$ cat config.mk
export PLATFORM = sky130hd
export DESIGN_NAME = fetch_hazard_ctrl
export DESIGN_NICKNAME = d
export VERILOG_FILES = /design/src/rtl/fetch_hazard_ctrl.sv
export SDC_FILE = /design/constraint.sdc
export NUM_CORES = 1
export LEC_CHECK = 0
export CAP_MARGIN = 10
export CORE_MARGIN = 2
export CORE_UTILIZATION = 46
export CTS_CLUSTER_DIAMETER = 200
export DETAILED_ROUTE_END_ITERATION = 8
export GPL_TIMING_DRIVEN = 0
export PLACE_DENSITY = 0.82
export RECOVER_POWER = 50
export SLEW_MARGIN = 20
export SYNTH_ARGS = -nofsm -noshare
export SYNTH_HDL_FRONTEND = slang
export SYNTH_SLANG_ARGS = --single-unit
export TNS_END_PERCENT = 100
$ cat constraint.sdc
create_clock -name CLK -period 3.3 [get_ports CLK]
set_input_delay 0.825 -clock CLK [delete_from_list [all_inputs] [get_ports CLK]]
set_output_delay 0.825 -clock CLK [all_outputs]
set_load 0.02 [all_outputs]
$ cat src/rtl/fetch_hazard_ctrl.sv
// Fetch/hazard sequencer: PC enable, IF/ID stall/flush, ID/EX flush, boot hold, stale-fetch discard.
// Outputs are combinational from state and inputs; optional perf counters under `HAZ_PERF_EN`.
`timescale 1ns/1ps
module fetch_hazard_ctrl #(
    parameter int BOOT_CYCLES = 2,
    parameter int REG_W       = 5,
    parameter int CNT_W       = 16
) (
    input  logic             CLK,
    input  logic             reset,
    output logic             imem_req,
    input  logic             imem_ready,
    input  logic [REG_W-1:0] Rs1D,
    input  logic [REG_W-1:0] Rs2D,
    input  logic [REG_W-1:0] RdE,
    input  logic             LoadE,
    input  logic             PCSrcE,
    output logic             PCEnF,
    output logic             StallD,
    output logic             FlushD,
    output logic             FlushE
`ifdef HAZ_PERF_EN
    ,
    output logic [CNT_W-1:0] stall_cnt,
    output logic [CNT_W-1:0] flush_cnt
`endif
);

    localparam logic [1:0] S_BOOT      = 2'd0;
    localparam logic [1:0] S_RUN       = 2'd1;
    localparam logic [1:0] S_IMEM_WAIT = 2'd2;
    localparam logic [1:0] S_DISCARD   = 2'd3;

    localparam logic [7:0] BOOT_INIT = 8'(BOOT_CYCLES - 1);

    logic [1:0] r_state;
    logic [7:0] r_boot_cnt;
    logic [1:0] w_state_nxt;
    logic       w_lw_stall;
    logic       w_pcsrc_taken;

    assign w_lw_stall = LoadE & (RdE != '0) & ((RdE == Rs1D) | (RdE == Rs2D));

    always_ff @(posedge CLK or posedge reset) begin
        if (reset) begin
            r_state    <= S_BOOT;
            r_boot_cnt <= BOOT_INIT;
        end else begin
            r_state <= w_state_nxt;
            if ((r_state == S_BOOT) && (r_boot_cnt != 8'd0)) begin
                r_boot_cnt <= r_boot_cnt - 8'd1;
            end
        end
    end

    always_comb begin
        imem_req      = 1'b0;
        PCEnF         = 1'b0;
        StallD        = 1'b0;
        FlushD        = 1'b1;
        FlushE        = 1'b1;
        w_pcsrc_taken = 1'b0;
        w_state_nxt   = r_state;
        case (r_state)
            S_BOOT: begin
                if (r_boot_cnt == 8'd0) begin
                    w_state_nxt = S_RUN;
                end
            end
            S_RUN, S_IMEM_WAIT: begin
                imem_req = 1'b1;
                FlushD   = 1'b0;
                FlushE   = 1'b0;
                if (PCSrcE) begin
                    PCEnF         = 1'b1;
                    FlushD        = 1'b1;
                    FlushE        = 1'b1;
                    w_pcsrc_taken = 1'b1;
                end else if (w_lw_stall) begin
                    StallD = 1'b1;
                    FlushE = 1'b1;
                end else if (!imem_ready) begin
                    FlushD = 1'b1;
                end else begin
                    PCEnF = 1'b1;
                end
                if (imem_ready) begin
                    w_state_nxt = S_RUN;
                end else if (PCSrcE) begin
                    w_state_nxt = S_DISCARD;
                end else begin
                    w_state_nxt = S_IMEM_WAIT;
                end
            end
            S_DISCARD: begin
                // The in-flight response belongs to the old path; keep IF/ID flushed until it lands.
                FlushE = 1'b0;
                if (PCSrcE) begin
                    PCEnF         = 1'b1;
                    FlushE        = 1'b1;
                    w_pcsrc_taken = 1'b1;
                end
                // No new request is issued here, so the arriving response must end the wait.
                w_state_nxt = imem_ready ? S_RUN : S_DISCARD;
            end
            default: begin
                w_state_nxt = S_BOOT;
            end
        endcase
    end

`ifdef HAZ_PERF_EN
    logic [CNT_W-1:0] r_stall_cnt;
    logic [CNT_W-1:0] r_flush_cnt;
    logic             w_stall_evt;

    assign w_stall_evt = (r_state != S_BOOT) & ~PCEnF;

    always_ff @(posedge CLK or posedge reset) begin
        if (reset) begin
            r_stall_cnt <= '0;
            r_flush_cnt <= '0;
        end else begin
            if (w_stall_evt && (r_stall_cnt != '1)) begin
                r_stall_cnt <= r_stall_cnt + 1'b1;
            end
            if (w_pcsrc_taken && (r_flush_cnt != '1)) begin
                r_flush_cnt <= r_flush_cnt + 1'b1;
            end
        end
    end

    assign stall_cnt = r_stall_cnt;
    assign flush_cnt = r_flush_cnt;
`endif

endmodule

=== After elaboration in Yosys (flattened, before gate mapping) ===
Index checks and enable logic that the tools add are counted.

* Output and inout bits: 5
* Word-level logic and storage cells: 38
* Input bits: 20
* Flip-flop bits (word level): 10

* Muxes and demuxes: 20
* Add/sub/neg operators: 1
* Bitwise logic cells: 3
* Reductions and logical operators: 6
* Equality and inequality tests: 6

{| class="wikitable"
|+ Operator list
! operator !! number
|-
| two-way mux 1 bit || 14
|-
| equality test 5 bit || 2
|-
| logical NOT 8 bit || 1
|-
| nonzero test 8 bit || 1
|-
| subtractor 8 x 1 -> 8 bit (second input constant) || 1
|-
| two-way mux 2 bit || 3
|-
| case mux 2 bit (3 select lines) || 1
|-
| nonzero test 5 bit || 1
|-
| equality test 2 bit (second input constant) || 2
|-
| case mux 1 bit (2 select lines) || 2
|-
| AND 1 bit || 2
|-
| equality test 2 x 1 -> 1 bit (second input constant) || 1
|-
| logical NOT 2 bit || 1
|-
| != test 2 x 1 -> 1 bit (second input constant) || 1
|-
| OR reduction 2 bit || 1
|-
| logical AND 1 bit || 1
|-
| bitwise OR 1 bit || 1
|}

=== Logic depth before layout (Yosys ltp) ===
Gate-level depths: netlist of the first run.

* Word-level depth: 6
* Mapped depth: 7
* Mapped depth without buffers: 6

=== Worst setup path after synthesis of the first run ===
No wires, ideal clock.

* Path type: input-to-output
* From: input RdE[1]
* To: output PCEnF
* Stages on the path: 3
* Data arrival time: 2163 ps
* Slack: 312 ps
* Required time: 2475 ps
* Path buffers: 0
* Path through: or4_1 o21a_1 a311oi_1

* Longest elaborated chain between the ends: 6
* Elaborated cells on any way between the ends: 9
* Classes of those cells: eq/ne: 2; mux: 3; bitwise: 3; reduce/logical: 1

{| class="wikitable"
|+ RTL lines
! what !! line !! RTL
|-
| start: declaration || 15 || <nowiki>input logic [REG_W-1:0] RdE,</nowiki>
|-
| equality test 5 bit / nonzero test 5 bit (equally long branches) || 42 || <nowiki>assign w_lw_stall = LoadE & (RdE != '0) & ((RdE == Rs1D) | (RdE == Rs2D));</nowiki>
|-
| bitwise OR 1 bit / AND 1 bit (equally long branches) || 42 ||
|-
| AND 1 bit * || 42 ||
|-
| two-way mux 1 bit * || 79 || <nowiki>end else if (w_lw_stall) begin</nowiki>
|-
| two-way mux 1 bit * || 74 || <nowiki>if (PCSrcE) begin</nowiki>
|-
| case mux 1 bit (2 select lines) * || 64 || <nowiki>case (r_state)</nowiki>
|-
| end: declaration || 18 || <nowiki>output logic PCEnF,</nowiki>
|}

Every way passes the cells marked *; elsewhere a longest branch is shown, timed or not.

=== Worst setup path after layout of the first run ===
Same ends and word-level chain as after synthesis.

==> results.md, run 1 <==
### Finish
• area of all sequential standard cells: 251 um^2
• area of combinational cells with multiple inputs: 399 um^2
• share of post-route cells with drive strength above 1: 11.8%
• nets@finish: 127
• signed area change from the synthesized netlist to the final layout: 37.0%
• antenna diode count: 0
• filler cell count in the final layout: 138
• Post-Layout Inst Area: 958 um^2

### Place
• number of buffer cells added on primary ports: 24
• area post-placement: 960 um^2
• setup slack at placement: -0.583 ns
• detailed placement HPWL: 1240 um
• Placer Congestion: 0.719

### Route
• number of design-rule violations left by the first detailed-router iteration: 6
• routed length per placed instance: 12.7 um
• count of unresolved DRC violations after routing: 0
• Pre-Repair DR Iteration Count: 4
• post-detailed-route count of antenna-violating nets: 0
• Vias: 615
• total wire length after detailed routing: 1500 um
• via count normalized by instance count: 5.21

### Floorplanning
• total I/O pin count: 25
• starting density of the core: 47.5%
• Std-Cell Core Area: 1470 um^2
• number of placement rows: 14
• Die Ht: 43.0 um
• horizontal die dimension: 43.0 um
• die area: 1850 um^2

### Timing
• number of hold-slack violations in the final timing report: 0
• crit path time final: 3.23 ns
• worst relative slew slack: 70.3%
• worst setup margin: 0.0721 ns
• maximum clock skew at final layout: 0.00361 ns
• maximum clock frequency: 0.310 GHz
• Worst Tran Pin Value: 0.445 ns
• number of setup violations in the final report: 0
• setup repair after global routing missed its margin: false
• Final period util: 97.8%
• Slew Viols, Final: 0

### Clocking
• TritonCTS clock tree: done
• # Post-CTS Setup Buffers: 0
• CTS sink count: 10
• clock buffers created by TritonCTS: 3
• number of buffers on the longest clock path: 2
• CTS clk-pin slew, worst paths: 0.07 ns
• total number of H-tree levels: 1
• Clock Tree Root: sky130_fd_sc_hd__clkbuf_4
• latest clock arrival within the worst-skew pair: 0.27 ns

### Yosys
• dominant synthesized flop cell: sky130_fd_sc_hd__dfrtp_1
• portion of the post-synthesis area used by sequential elements: 36.0%
• Mapped Cells: 74
• synthesis-stage register bit count: 10
• ys async rst share: 100%
• average size of a mapped cell: 9.45 um^2
• number of enable flip-flop cells after synthesis: 0
• synth unique cells: 27
• fraction of post-synthesis cell area in the top cell type by area: 32.2%
• count of warnings emitted by yosys: 0
• top cells by area in the synthesized netlist: sky130_fd_sc_hd__dfrtp_1, sky130_fd_sc_hd__xnor2_1, sky130_fd_sc_hd__ha_1
• library cell occupying the most area in the post-synthesis netlist: sky130_fd_sc_hd__dfrtp_1
• netlist area before placement: 699 um^2
• post-synth net total: 98

### Worst setup path
• Reg2Reg Launch Point: r_boot_cnt[2]
• critical path data required time: 2.47 ns
• kind of launch point of the worst setup path: input pin
• critical-path maximum fanout: 3
• endpoint type of the worst setup path: output port
• ordered cell list for the critical path: dlygate4sd2_1 -> or4_1 -> o21a_1 -> a311oi_1 -> buf_2
• worst-path cell with the longest stage delay: sky130_fd_sc_hd__or4_1
• Max stage delay on crit path: 0.54 ns
• WS Path Type: input pin to output port
• Worst Setup SP: RdE[1]
• signal arrival time at the worst endpoint: 2.40 ns

### Global routing
• pin count of the biggest net entering global routing: 11
• gr busiest metal: met2
• global routing met2 resource utilization: 31.5%
• total overflow reported by the global router: 0
• initial antenna violation count: 0
• global-route wire length before repair: 2540 um
• Overall Global Routing Usage: 19.3%
• met3 usage: 7.66%
• number of global-route vias before repair: 600
• GR Util met1: 21.7%

### Outcome
• status: finished clean

### Min path
• worst min-delay path category: flip-flop to flip-flop
• worst hold start: r_boot_cnt[5]

### Power
• leakage power of the design: 0.478 nW
• peak supply drop: 0.506 mV
• P per Cell Area: 544 nW/um^2
• power after layout: 0.000521 W

### Job
• max-capacitance violation count: 0

==> per-stage QoR <==
step | hold slack, ns | setup TNS, ns | cells | utilization (%)
after CTS | 0.480 | 0 | 118 | 66.0
after global routing | 0.505 | 0 | 118 | 65.1
after global placement | 0.463 | -1.94 | 114 | 65.2
after detailed placement | 0.471 | -2.13 | 114 | 65.2
final | 0.480 | 0 | 118 | 65.1
after floorplan | 0.443 | 0 | 74 | -
==> cell usage after synthesis, types with 2 or more instances <==
library cell / n
sky130_fd_sc_hd__nand3_1: 2
sky130_fd_sc_hd__xnor2_1: 11
sky130_fd_sc_hd__nor2_1: 5
sky130_fd_sc_hd__nor4_1: 2
sky130_fd_sc_hd__a21oi_1: 2
sky130_fd_sc_hd__nor3_1: 3
sky130_fd_sc_hd__nand2_1: 5
sky130_fd_sc_hd__ha_1: 4
sky130_fd_sc_hd__inv_1: 8
sky130_fd_sc_hd__xor2_1: 5
sky130_fd_sc_hd__o21ai_0: 3
sky130_fd_sc_hd__dfrtp_1: 9
==> cells by family (layout without fill, tap and decap cells) <==
kind of cell	Yosys count	in the layout	share of synthesized area, %
compound gates	13	13	14.7
xor+xnor	16	16	20.0
fa+ha+maj	4	4	7.16
buf+inv	9	37	5.90
flops	10	10	36.0
simple gates	22	22	16.3
==> area by class of cell <==
class	instances	area share, %
Buffer	1	0.392
Clock buffer	4	3.79
Inverter	8	3.13
Multi-Input combinational cell	55	41.6
Sequential cell	10	26.2
Tap cell	16	2.09
Timing Repair Buffer	24	22.7
==> worst max-delay path: cells and delay by family <==
family	cells	cell delay, ns
simple gates	1	0.54
compound gates	2	0.54
buf+inv	2	0.50
==> placed cells by master, fill, tap and decap left out, types with 3 or more instances in the layout <==
master,count
sky130_fd_sc_hd__clkdlybuf4s50_1,15
sky130_fd_sc_hd__xnor2_1,11
sky130_fd_sc_hd__dfrtp_1,9
sky130_fd_sc_hd__inv_1,8
sky130_fd_sc_hd__nand2_1,5
sky130_fd_sc_hd__xor2_1,5
sky130_fd_sc_hd__nor2_1,5
sky130_fd_sc_hd__ha_1,4
sky130_fd_sc_hd__dlygate4sd2_1,4
sky130_fd_sc_hd__nor3_1,3
sky130_fd_sc_hd__o21ai_0,3
sky130_fd_sc_hd__clkbuf_4,3
sky130_fd_sc_hd__buf_2,3
==> power by group <==
group | switching (W) | total, W | internal [W]
Clock | 0.0000457 | 0.000113 | 0.0000671
Sequential | 0.00000852 | 0.000144 | 0.000135
Combinational | 0.000150 | 0.000265 | 0.000115
Total | 0.000204 | 0.000521 | 0.000317
==> state kept, by name (all words and copies together), names as in the netlist <==
register / cells
r_boot_cnt: 8
r_state: 2
==> routing by layer <==
metal / up-vias / wire length (um)
met5: - / 0
met4: 0 / 26
met3: 5 / 58
met2: 13 / 760
met1: 281 / 654
li1: 316 / -
==> what timing repair did <==
item / 4_1_cts / 5_1_grt
pin swaps: 1 / 0
resized for setup: 22 / 1
hold buffers: 0 / 0
setup endpoints to repair: 4 / 1
==> worst paths after layout <==
path | end | slack, ns | cells past startpoint
max in group asynchronous | r_boot_cnt[0] | 2.03 | 2
setup / recovery | PCEnF | 0.07 | 5
setup reg to reg | r_boot_cnt[6] | 1.17 | 5
min in group asynchronous | r_boot_cnt[3] | 0.96 | 2
hold / removal | r_boot_cnt[5] | 0.48 | 1
hold reg to reg | r_boot_cnt[5] | 0.48 | 1
No activity file was read; power rests on OpenSTA's default activity.
==> run 2: changes to the inputs <==
--- a/config.mk
+++ b/config.mk
@@ -7,11 +7,11 @@
 export LEC_CHECK = 0
 export CAP_MARGIN = 10
 export CORE_MARGIN = 2
-export CORE_UTILIZATION = 46
+export CORE_UTILIZATION = 39
 export CTS_CLUSTER_DIAMETER = 200
 export DETAILED_ROUTE_END_ITERATION = 8
 export GPL_TIMING_DRIVEN = 0
-export PLACE_DENSITY = 0.82
+export PLACE_DENSITY = 0.74
 export RECOVER_POWER = 50
 export SLEW_MARGIN = 20
 export SYNTH_ARGS = -nofsm -noshare
==> constraint.sdc (replaced) <==
create_clock -name CLK -period 2.8 [get_ports CLK]
set_input_delay 0.7 -clock CLK [delete_from_list [all_inputs] [get_ports CLK]]
set_output_delay 0.7 -clock CLK [all_outputs]
set_load 0.02 [all_outputs]
==> run 2 against run 1 <==
Against the previous run:
- final cell count up 7.6%
- first-iteration DRC count is 33% higher
- sequential cell count unchanged
- wire length is 5.2% lower
- critical path depth increased by 1
- non-clock buffer count did not move
- die area rose by 16%
- global-route usage is 2.9 points lower
- clock power down 8%
- utilization fell by 6.7 points
- cell area increased by 4.2%
- highest routed layer unchanged
==> results.md, run 2 (synthesis gave the netlist of run 1 again) <==
### Floorplanning
• total I/O pin count: 25, unchanged
• starting density of the core: 41.0%, was 47.5%
• die area: 2150 um^2, was 1850 um^2
• number of placement rows: 15, was 14
• Die Ht: 46.4 um, was 43.0 um
• horizontal die dimension: 46.4 um, was 43.0 um
• Std-Cell Core Area: 1710 um^2, was 1470 um^2

### Clocking
• Clock Tree Root: sky130_fd_sc_hd__clkbuf_4, unchanged
• number of buffers on the longest clock path: 2, unchanged
• CTS clk-pin slew, worst paths: 0.06 ns, was 0.07 ns
• # Post-CTS Setup Buffers: 0, unchanged
• latest clock arrival within the worst-skew pair: 0.26 ns, was 0.27 ns
• TritonCTS clock tree: done, unchanged
• # hold bufs at CTS: 0, unchanged
• total number of H-tree levels: 1, unchanged
• clock buffers created by TritonCTS: 3, unchanged
• CTS sink count: 10, unchanged

### Timing
• Worst Tran Pin Value: 0.400 ns, was 0.445 ns
• crit path time final: 2.73 ns
• Slew Viols, Final: 0, unchanged
• number of setup violations in the final report: 0, unchanged
• setup repair after global routing missed its margin: true, was false
• number of hold-slack violations in the final timing report: 0, unchanged
• maximum clock skew at final layout: 0.00884 ns, was 0.00361 ns
• maximum clock frequency: 0.366 GHz
• Final period util: 97.5%
• worst relative slew slack: 73.3%, was 70.3%

### Finish
• leading cell types in the layout, fill and taps excluded: sky130_fd_sc_hd__clkdlybuf4s50_1, sky130_fd_sc_hd__xnor2_1, sky130_fd_sc_hd__dfrtp_1, unchanged
• filler cell count in the final layout: 151, was 138
• area of combinational cells with multiple inputs: 444 um^2, was 399 um^2
• most common cell after layout, fill and taps aside: sky130_fd_sc_hd__clkdlybuf4s50_1, unchanged
• number of flip-flops in the largest register: 8, unchanged
• share of post-route cells with drive strength above 1: 20.6%, was 11.8%
• Largest Register: r_boot_cnt, unchanged
• area of all sequential standard cells: 251 um^2, unchanged
• registers with the highest flip-flop counts: r_boot_cnt: 8 flops, r_state: 2 flops, unchanged
• antenna diode count: 0, unchanged
• signed area change from the synthesized netlist to the final layout: 42.8%, was 37.0%
• Final Util: 58.5%, was 65.1%
• nets@finish: 127, unchanged

### Route
• Vias: 619, was 615
• Pre-Repair DR Iteration Count: 2, was 4
• via count normalized by instance count: 4.87, was 5.21
• routed length per placed instance: 11.2 um, was 12.7 um
• post-detailed-route count of antenna-violating nets: 0, unchanged
• count of unresolved DRC violations after routing: 0, unchanged
• total wire length after detailed routing: 1420 um, was 1500 um
• number of design-rule violations left by the first detailed-router iteration: 8, was 6

### Power
• relative contribution of the clock network to total power: 16.7%, was 21.6%
• peak supply drop: 0.602 mV, was 0.506 mV
• sequential share of power: 27.0%, was 27.5%
• power after layout: 0.000626 W, was 0.000521 W
• leakage power of the design: 0.489 nW, was 0.478 nW
• switching power total: 0.000250 W, was 0.000204 W
• share of total power in combinational logic: 56.4%, was 50.8%
• switching power as a share of total power: 40.0%, was 39.2%
• cell-internal power: 0.000376 W, was 0.000317 W
• P per Cell Area: 627 nW/um^2, was 544 nW/um^2

### Place
• Placer Congestion: 0.754, was 0.719
• number of buffer cells added on primary ports: 24, unchanged
• detailed placement HPWL: 1160 um, was 1240 um

### Global routing
• total overflow reported by the global router: 0, unchanged
• global routing met2 resource utilization: 27.2%, was 31.5%
• pin count of the biggest net entering global routing: 11, unchanged
• GR Util met1: 20.4%, was 21.7%
• met3 usage: 3.92%, was 7.66%
• gr busiest metal: met2, unchanged
• Overall Global Routing Usage: 16.4%, was 19.3%
• initial antenna violation count: 0, unchanged
• global-route wire length before repair: 2530 um, was 2540 um
• number of global-route vias before repair: 595, was 600

### Worst setup path
• kind of launch point of the worst setup path: input pin, unchanged
• signal arrival time at the worst endpoint: 2.03 ns, was 2.40 ns
• critical-path maximum fanout: 3, unchanged
• critical path data required time: 2.10 ns, was 2.47 ns
• endpoint type of the worst setup path: output port, unchanged
• WS Path Type: input pin to output port, unchanged

### Outcome
• status: finished clean, unchanged

### Job
• max-capacitance violation count: 0, unchanged

### Min path
• worst min-delay path category: flip-flop to flip-flop, unchanged

-- run 2: changes by cell type in the layout (fill, tap and decap cells not counted), sizes merged --
cell           previous run  this run
dlymetal6s2s              0         1
clkdlybuf4s50            15        14
clkbuf                    5         6
buf                       4         7
dlygate4sd2               4         0
-- run 2: metal layers --
metal	vias up	part of all wire, %
li1	314	-
met1	280	45
met2	23	48
met3	2	5.6
met4	0	1.3
met5	-	0
-- run 2: layout make-up --
type / count / area share, %
repair buffers: 24 / 21.2
inverters: 8 / 3.01
plain buffers: 1 / 0.376
well taps: 25 / 3.13
clock buffers: 4 / 2.63
flip-flops and latches: 10 / 25.2
multi-input cells: 55 / 44.5
-- run 2: worst paths after layout --
path | endpoint | slack [ns] | cells past startpoint | start
max reg2reg | r_boot_cnt[6] | 0.70 | 5 | r_boot_cnt[2]
min in group asynchronous | r_state[0] | 0.84 | 2 | reset
min | r_boot_cnt[5] | 0.47 | 1 | r_boot_cnt[5]
max | FlushD | 0.07 | 6 | RdE[4]
min reg2reg | r_boot_cnt[5] | 0.47 | 1 | r_boot_cnt[5]
max in group asynchronous | r_boot_cnt[0] | 1.64 | 2 | reset
-- run 2: worst max-delay path, cell delays in order --
cell and delay [ns]:
sky130_fd_sc_hd__clkbuf_2 0.11, sky130_fd_sc_hd__or4_1 0.51, sky130_fd_sc_hd__o21a_1 0.21, sky130_fd_sc_hd__and3_4 0.16
sky130_fd_sc_hd__a32oi_2 0.16, sky130_fd_sc_hd__buf_4 0.17
-- run 2: repair_timing --
item                                    CTS  global route
cloned                                    0             0
gates resized for setup                  34            10
pin swaps                                 6             6
endpoints found under the setup margin    4             4
-- run 2: power by group through the flow --
stage                     Clock [W]  Sequential (W)  Combinational [W]
after global routing       0.000116        0.000171           0.000390
final                      0.000104        0.000169           0.000353
after CTS                  0.000108        0.000168           0.000329
after floorplan                   0        0.000169           0.000200
after detailed placement          0        0.000171           0.000336
after global placement            0        0.000170           0.000330
-- run 2: per-stage QoR --
step	setup TNS, ns	setup slack, ns	hold slack, ns	instance area, um^2	std cells
global route	-0.00261	-0.00261	0.489	998	127
global placement	-2.90	-0.791	0.458	971	123
detailed placement	-2.92	-0.794	0.465	971	123
floorplan	0	0.0615	0.443	699	74
finish	0	0.0697	0.468	998	127
CTS	0	0.00829	0.476	982	127
